$ cat src/rtl/fp_writeback_queue.sv
// -----------------------------------------------------------------------------
// fp_writeback_queue
//
// Selects one of NUM_SRC result sources, tags it with a destination register
// and FP/INT write enables, buffers it in a DEPTH-entry FIFO, and drains the
// FIFO into the FP and INT register-file write ports through registered
// outputs. When SHARED_PORT is set, an entry that writes both register files
// is issued over two cycles: the FP write first, then the INT write.
//
// Ports:
//   clk        in   rising-edge clock
//   rst        in   synchronous, active-high reset
//   src_data   in   packed sources, source i at [i*XLEN +: XLEN]
//   wb_sel     in   source select; values >= NUM_SRC select zero
//   wb_fp_en   in   entry writes the FP register file
//   wb_int_en  in   entry writes the INT register file (ignored when rd == 0)
//   rd         in   destination register
//   in_valid   in   upstream offers an entry
//   in_ready   out  queue can accept an entry this cycle
//   rf_stall   in   register-file ports busy; nothing issues this cycle
//   fp_we      out  FP write strobe (one cycle per issue)
//   fp_waddr   out  FP write address
//   fp_wdata   out  FP write data
//   int_we     out  INT write strobe (one cycle per issue)
//   int_waddr  out  INT write address
//   int_wdata  out  INT write data
//   pend_count out  number of queued entries
//   busy       out  queue non-empty or a split dual write is in flight
// -----------------------------------------------------------------------------
module fp_writeback_queue #(
  parameter int XLEN        = 32,
  parameter int NUM_SRC     = 4,
  parameter int SEL_W       = $clog2(NUM_SRC),
  parameter int DEPTH       = 4,
  parameter bit SHARED_PORT = 1'b0
) (
  input  logic                     clk,
  input  logic                     rst,
  input  logic [NUM_SRC*XLEN-1:0]  src_data,
  input  logic [SEL_W-1:0]         wb_sel,
  input  logic                     wb_fp_en,
  input  logic                     wb_int_en,
  input  logic [4:0]               rd,
  input  logic                     in_valid,
  output logic                     in_ready,
  input  logic                     rf_stall,
  output logic                     fp_we,
  output logic [4:0]               fp_waddr,
  output logic [XLEN-1:0]          fp_wdata,
  output logic                     int_we,
  output logic [4:0]               int_waddr,
  output logic [XLEN-1:0]          int_wdata,
  output logic [$clog2(DEPTH):0]   pend_count,
  output logic                     busy
);

  localparam int PTR_W = $clog2(DEPTH);
  localparam int CNT_W = PTR_W + 1;

  // IDLE: head issues normally. INT_PEND: FP half of a dual write has gone
  // out, the head is still queued and waits for its INT write.
  typedef enum logic {
    IDLE     = 1'b0,
    INT_PEND = 1'b1
  } state_t;

  typedef struct packed {
    logic [XLEN-1:0] data;
    logic [4:0]      rd;
    logic            fp_en;
    logic            int_en;
  } entry_t;

  entry_t           mem [DEPTH];
  logic [PTR_W-1:0] wr_ptr;
  logic [PTR_W-1:0] rd_ptr;
  logic [CNT_W-1:0] count;
  state_t           state;

  logic [XLEN-1:0]  sel_data;
  logic             int_en_eff;
  logic             push;
  logic             pop;
  logic             can_issue;
  logic             split;
  entry_t           head;

  // ---------------------------------------------------------------------------
  // Source mux, evaluated at acceptance time.
  // ---------------------------------------------------------------------------
  always_comb begin
    // NOTE: assign a default before any conditional assignment so every path
    // drives the signal and no latch is inferred.
    sel_data = '0;
    for (int i = 0; i < NUM_SRC; i++) begin
      if (int'(wb_sel) == i) begin
        sel_data = src_data[i*XLEN +: XLEN];
      end
    end
  end

  // x0 is hard-wired to zero, so an INT write to it is dropped at the door.
  assign int_en_eff = wb_int_en && (rd != 5'd0);

  // in_ready depends only on registered occupancy: a pop in the same cycle
  // does not make room, which keeps the upstream handshake off the stall path.
  assign in_ready = !rst && (count < CNT_W'(DEPTH));

  // Entries with no remaining write enable are handshaken but never stored.
  assign push = in_valid && in_ready && (wb_fp_en || int_en_eff);

  assign head      = mem[rd_ptr];
  assign can_issue = !rf_stall && (count != '0);
  assign split     = SHARED_PORT && head.fp_en && head.int_en;

  // The head leaves the queue on every issue except the FP half of a split.
  always_comb begin
    pop = 1'b0;
    if (can_issue) begin
      pop = (state == INT_PEND) || !split;
    end
  end

  // ---------------------------------------------------------------------------
  // Queue storage.
  // ---------------------------------------------------------------------------
  // NOTE: storage has no reset; an entry is only ever read after it has been
  // written, and the pointers/count (which are reset) define what is valid.
  always_ff @(posedge clk) begin
    if (push) begin
      mem[wr_ptr] <= '{data: sel_data, rd: rd, fp_en: wb_fp_en, int_en: int_en_eff};
    end
  end

  // ---------------------------------------------------------------------------
  // Pointers, occupancy, issue FSM and registered write ports.
  // ---------------------------------------------------------------------------
  // NOTE: every register here uses non-blocking assignments so all of them
  // update together from the values present before the edge.
  always_ff @(posedge clk) begin
    if (rst) begin
      wr_ptr    <= '0;
      rd_ptr    <= '0;
      count     <= '0;
      state     <= IDLE;
      fp_we     <= 1'b0;
      fp_waddr  <= '0;
      fp_wdata  <= '0;
      int_we    <= 1'b0;
      int_waddr <= '0;
      int_wdata <= '0;
    end else begin
      // DEPTH is a power of two, so the natural pointer overflow is the wrap.
      if (push) wr_ptr <= wr_ptr + PTR_W'(1);
      if (pop)  rd_ptr <= rd_ptr + PTR_W'(1);

      case ({push, pop})
        2'b10:   count <= count + CNT_W'(1);
        2'b01:   count <= count - CNT_W'(1);
        default: count <= count;
      endcase

      // Strobes are single-cycle; address/data hold when nothing issues.
      fp_we  <= 1'b0;
      int_we <= 1'b0;

      if (can_issue) begin
        case (state)
          INT_PEND: begin
            int_we    <= 1'b1;
            int_waddr <= head.rd;
            int_wdata <= head.data;
            state     <= IDLE;
          end
          default: begin
            if (split) begin
              fp_we    <= 1'b1;
              fp_waddr <= head.rd;
              fp_wdata <= head.data;
              state    <= INT_PEND;
            end else begin
              fp_we     <= head.fp_en;
              int_we    <= head.int_en;
              fp_waddr  <= head.rd;
              int_waddr <= head.rd;
              fp_wdata  <= head.fp_en  ? head.data : '0;
              int_wdata <= head.int_en ? head.data : '0;
            end
          end
        endcase
      end
    end
  end

  assign pend_count = count;
  assign busy       = (count != '0) || (state != IDLE);

endmodule

$ cat config.mk
export PLATFORM = sky130hd
export DESIGN_NAME = fp_writeback_queue
export DESIGN_NICKNAME = d
export VERILOG_FILES = /design/src/rtl/fp_writeback_queue.sv
export SDC_FILE = /design/constraint.sdc
export NUM_CORES = 1
export LEC_CHECK = 0
export BUFFER_PORTS_ARGS = -buffer_cell sky130_fd_sc_hd__buf_2
export CELL_PAD_IN_SITES_DETAIL_PLACEMENT = 1
export CELL_PAD_IN_SITES_GLOBAL_PLACEMENT = 2
export CORE_ASPECT_RATIO = 1.75
export CORE_UTILIZATION = 31
export CTS_CLUSTER_SIZE = 28
export DETAILED_ROUTE_END_ITERATION = 16
export PLACE_DENSITY_LB_ADDON = 0.1
export SLEW_MARGIN = 0
export SYNTH_ARGS = -nofsm -noshare
export SYNTH_HDL_FRONTEND = slang
export SYNTH_SLANG_ARGS = --single-unit
$ cat constraint.sdc
create_clock -name clk -period 8.6 [get_ports clk]
set_input_delay 2.58 -clock clk [delete_from_list [all_inputs] [get_ports clk]]
set_output_delay 2.58 -clock clk [all_outputs]
set_load 0.02 [all_outputs]
# ---- Word-level counts from Yosys, hierarchy flattened
# Memory sizes are Yosys's and may differ from the RTL's. A register that Yosys moved wholly into a read port is not among the register bits.
# Index checks and enable logic that the tools add are counted.
dict set report classes {
  add_sub_neg 4
  multipliers 0
  div 0
  magnitude_cmp 1
  eq_ne 5
  shifts 0
  n_mux 12
  n_bitwise 1
  reduce_logical 13
}
# cell count
set op_table {}
lappend op_table {{32-bit 2-to-1 mux} 6}
lappend op_table {{2-bit == test (second input constant)} 3}
lappend op_table {{3-bit one-hot mux with 2 select lines} 1}
lappend op_table {{1-bit logical AND} 5}
lappend op_table {{5-bit nonzero test} 1}
lappend op_table {{2-bit by 1-bit adder with 2-bit output (second input constant)} 2}
lappend op_table {{2-bit by 1-bit == test with 1-bit output (second input constant)} 2}
lappend op_table {{2-bit 2-to-1 mux} 2}
lappend op_table {{3-bit by 1-bit adder with 3-bit output (second input constant)} 1}
lappend op_table {{3-bit < comparator (second input constant)} 1}
lappend op_table {{1-bit 2-to-1 mux} 3}
lappend op_table {{3-bit nonzero test} 1}
lappend op_table {{3-bit by 1-bit subtractor with 3-bit output (second input constant)} 1}
lappend op_table {{1-bit logical NOT} 2}
lappend op_table {{2-bit logical NOT} 1}
lappend op_table {{2-bit nonzero test} 1}
lappend op_table {{2-bit OR reduction} 1}
lappend op_table {{1-bit logical OR} 1}
lappend op_table {{1-bit NOT} 1}
dict set report totals {
  ff_bits 78
  latchBits 0
  mem_bits_rw 156
  romBits 0
  inputBits 141
  output_inout_bits 81
  wordCells 45
  memories 1
}
# name words word_bits read_ports rd_clocked_by_memory_dff wr line
set mem_list {}
lappend mem_list {mem 4 39 1 1 1 74} ;# entry_t mem [DEPTH];

# ---- Longest topological paths before layout
dict set report depth {
  word_depth 6
  mapped_depth 11
}

# ---- Least setup slack after synthesis
# No wires, ideal clock.
dict set report synth_timing {
  path_type {input -> output}
  start {input port rst}
  end {output port in_ready}
  t_arrival_ns 3.113
  path_slack_ns 2.907
  cell_stages 2
  n_path_buf 1
  path_cell_list {buf_2 -> nor2_1}
}
dict set report synth_via {
  elab_chain_cells 2
}
# element line
set synth_lines {}
lappend synth_lines {{start, declared} 38} ;# input logic rst,
lappend synth_lines {{1-bit logical NOT} 107} ;# assign in_ready = !rst && (count < CNT_W'(DEPTH));
lappend synth_lines {{1-bit logical AND} 107}
lappend synth_lines {{end, declared} 45} ;# output logic in_ready,
# No other way between the ends.

# ---- Worst setup path after layout
# Ends and elaborated chain as after synthesis.

==> impl_metrics.ini <==
[worst_setup_path]
arrival_ns = 3.27
startpoint_type = primary input
crit_chain = buf_2, nor2_1, buf_2
crit_path_end_kind = primary output
cp_max_fo = 18
cp.required_ns = 6.02
critPathBufInv = 2
cp_common_cell = buf_2
cp_slowest_stage_delay_ns = 0.36
path_delay_family = buffers and inverters
cp_slowest_cell = buf_2
crit_type = in2out

[finish]
num-fill-cells = 2990
final_cell_mix = buf_2 (221), edfxtp_1 (156), dfxtp_1 (78)
fin_util_pct = 38.7
layout_commonest_cell = buf_2
drive_above_1_share_pct = 45.5
diodes = 0
multi_input_area_sq_um = 2750
area_growth_pct = 22.8
design_area_sq_um = 11400
regArea_sq_um = 6290
nets = 878

[synth]
post-synth-top-area-fraction_pct = 50.6
async_flop_share_pct = 0
synthFlopType = edfxtp_1
yosys_warnings = 0
synth_fp_nets = 666
synthDistinctLibCells = 37
synth_area_leaders = edfxtp_1 (51%), dfxtp_1 (17%), mux4_2 (17%), o2bb2ai_1 (5.7%), nand2_1 (1.7%)
synth_edf_count = 156
synth.largest_area_cell = edfxtp_1
synth_seq_area_share_pct = 67.9
synth_area_sq_um = 9260
netlist_instances = 519
synth_area_per_cell_sq_um = 17.8
ys_seq_elements = 236

[detailed_routing]
vias = 5542
drt_iter0_markers = 270
wirelength_um = 23300
wire_per_inst_um = 20.6
antenna_left = 0
drc = 0
dr.pass1.iters = 4
vias_per_cell = 4.91

[global_route]
grt_max_degree = 65
grt_usage_pct = 15.5
grt_pass1_wl_um = 35600
overflow = 0
antenna_found_initial = 0
grt_pass1_vias = 6231

[die]
io_pins = 222
core_sq_um = 29400
core.rowCount = 83
floorplan.die.width_um = 133
initial_utilization_pct = 31.5
die_area_sq_um = 30600
die_y_um = 231

[power]
p_leak_nw = 4.12
cellPowerDensity_nw_per_um2 = 255
power_mw = 2.90
ir_drop_mv = 0.125

[timing]
hold_viol = 0
final.setup_skew_ns = 0.0161
slew_violations = 0
rsz0062_at_grt = false
setup_viol = 0
fmax_mhz = 171
worst-slew-pin-transition_ns = 1.20
slew_headroom_pct = 19.6
fin_crit_sh_pct = 68.0
period_needed_ns = 5.85
tns_ns = 0

[placement]
place_area_sq_um = 10700
dp_hpwl_um = 14900
gp_congestion = 0.679
port_buffers = 221

[clocking]
clk_pin_slew_worst_paths_ns = 0.06
cts_tree = built
hold_buffers = 0
root_buffer = clkbuf_16
clk-insertion-delay-late_ns = 0.52
post_cts_resize_count = 0
post_cts_buffers = 0
clock_sinks = 236
htreeDepth = 1
cts_made_buffers = 22
clockBufferDepth = 3

[run_status]
outcome = completed

[hold_path]
hold_class = reg2reg

[run]
maxCapViolCount = 0
[per-layer routing]
metal  vias up  global-route usage (%)  share of wire (%)
li1       2509                       -                  -
met1      2841                    16.7                 37
met2       167                    30.5                 56
met3        25                    2.26                4.5
met4         0                    4.67                1.8
met5         -                       0                  0
[cells by family after synthesis]
group	count (synthesis)	share of synthesized area, %
flip-flops	236	67.9
AO/OA/AOI/OAI	83	7.29
multiplexers	73	17.2
AND/OR/NAND/NOR	69	3.49
buffers and inverters	48	2.85
adder cells (fa/ha/maj)	6	0.892
XOR/XNOR	4	0.378
[synthesized netlist by cell type, types with 2 or more instances]
cell       number
o21ai_1         2
nand2_1        43
edfxtp_1      156
ha_1            5
buf_2          16
o2bb2ai_1      60
o21a_1          2
mux2i_1         2
a32o_1          4
dfxtp_1        80
nor2_1          9
xor2_1          2
nor3_1          4
mux2_2          2
buf_1           4
nand3_1         2
clkbuf_1        4
a21oi_1         9
inv_1           7
buf_4          15
mux4_2         69
xnor2_1         2
o21ai_0         3
and3_1          4
[where the power goes]
part | switching [mW] | total [mW] | internal (mW)
registers | 0.0919 | 1.39 | 1.30
logic | 0.341 | 0.588 | 0.247
clock network | 0.418 | 0.922 | 0.504
total | 0.851 | 2.90 | 2.05
[through the flow]
stage / std cells / hold WS (ns) / setup WS [ns]
after floorplan: 519 / 0.484 / 2.91
after global placement: 1089 / 0.442 / 2.78
after detailed placement: 1089 / 0.441 / 2.74
after CTS: 1129 / 0.463 / 2.75
after global routing: 1129 / 0.479 / 2.67
final: 1129 / 0.462 / 2.75
[final timing paths]
path / endpoint / slack (ns) / from / cells after the start
max: in_ready / 2.75 / rst / 3
min: int_wdata[10] / 0.46 / int_wdata[10] / 1
max reg2reg: int_wdata[6] / 6.06 / register / 4
min reg2reg: int_wdata[10] / 0.46 / int_wdata[10] / 1
[sequential cells by signal, summed over array words and instances (netlist names), named ones only]
register,count
fp_we,1
int_waddr,5
wr_ptr,2
fp_wdata,32
pend_count,3
int_we,1
mem,156
rd_ptr,2
int_wdata,32
[final cells by class]
class | count | area share (%)
Tap cell | 382 | 4.20
Timing Repair Buffer | 228 | 10.2
Inverter | 8 | 0.264
Clock buffer | 32 | 5.45
Clock inverter | 8 | 0.429
Multi-Input combinational cell | 235 | 24.1
Sequential cell | 236 | 55.3
Note: power is estimated with default switching activity, not from simulation.
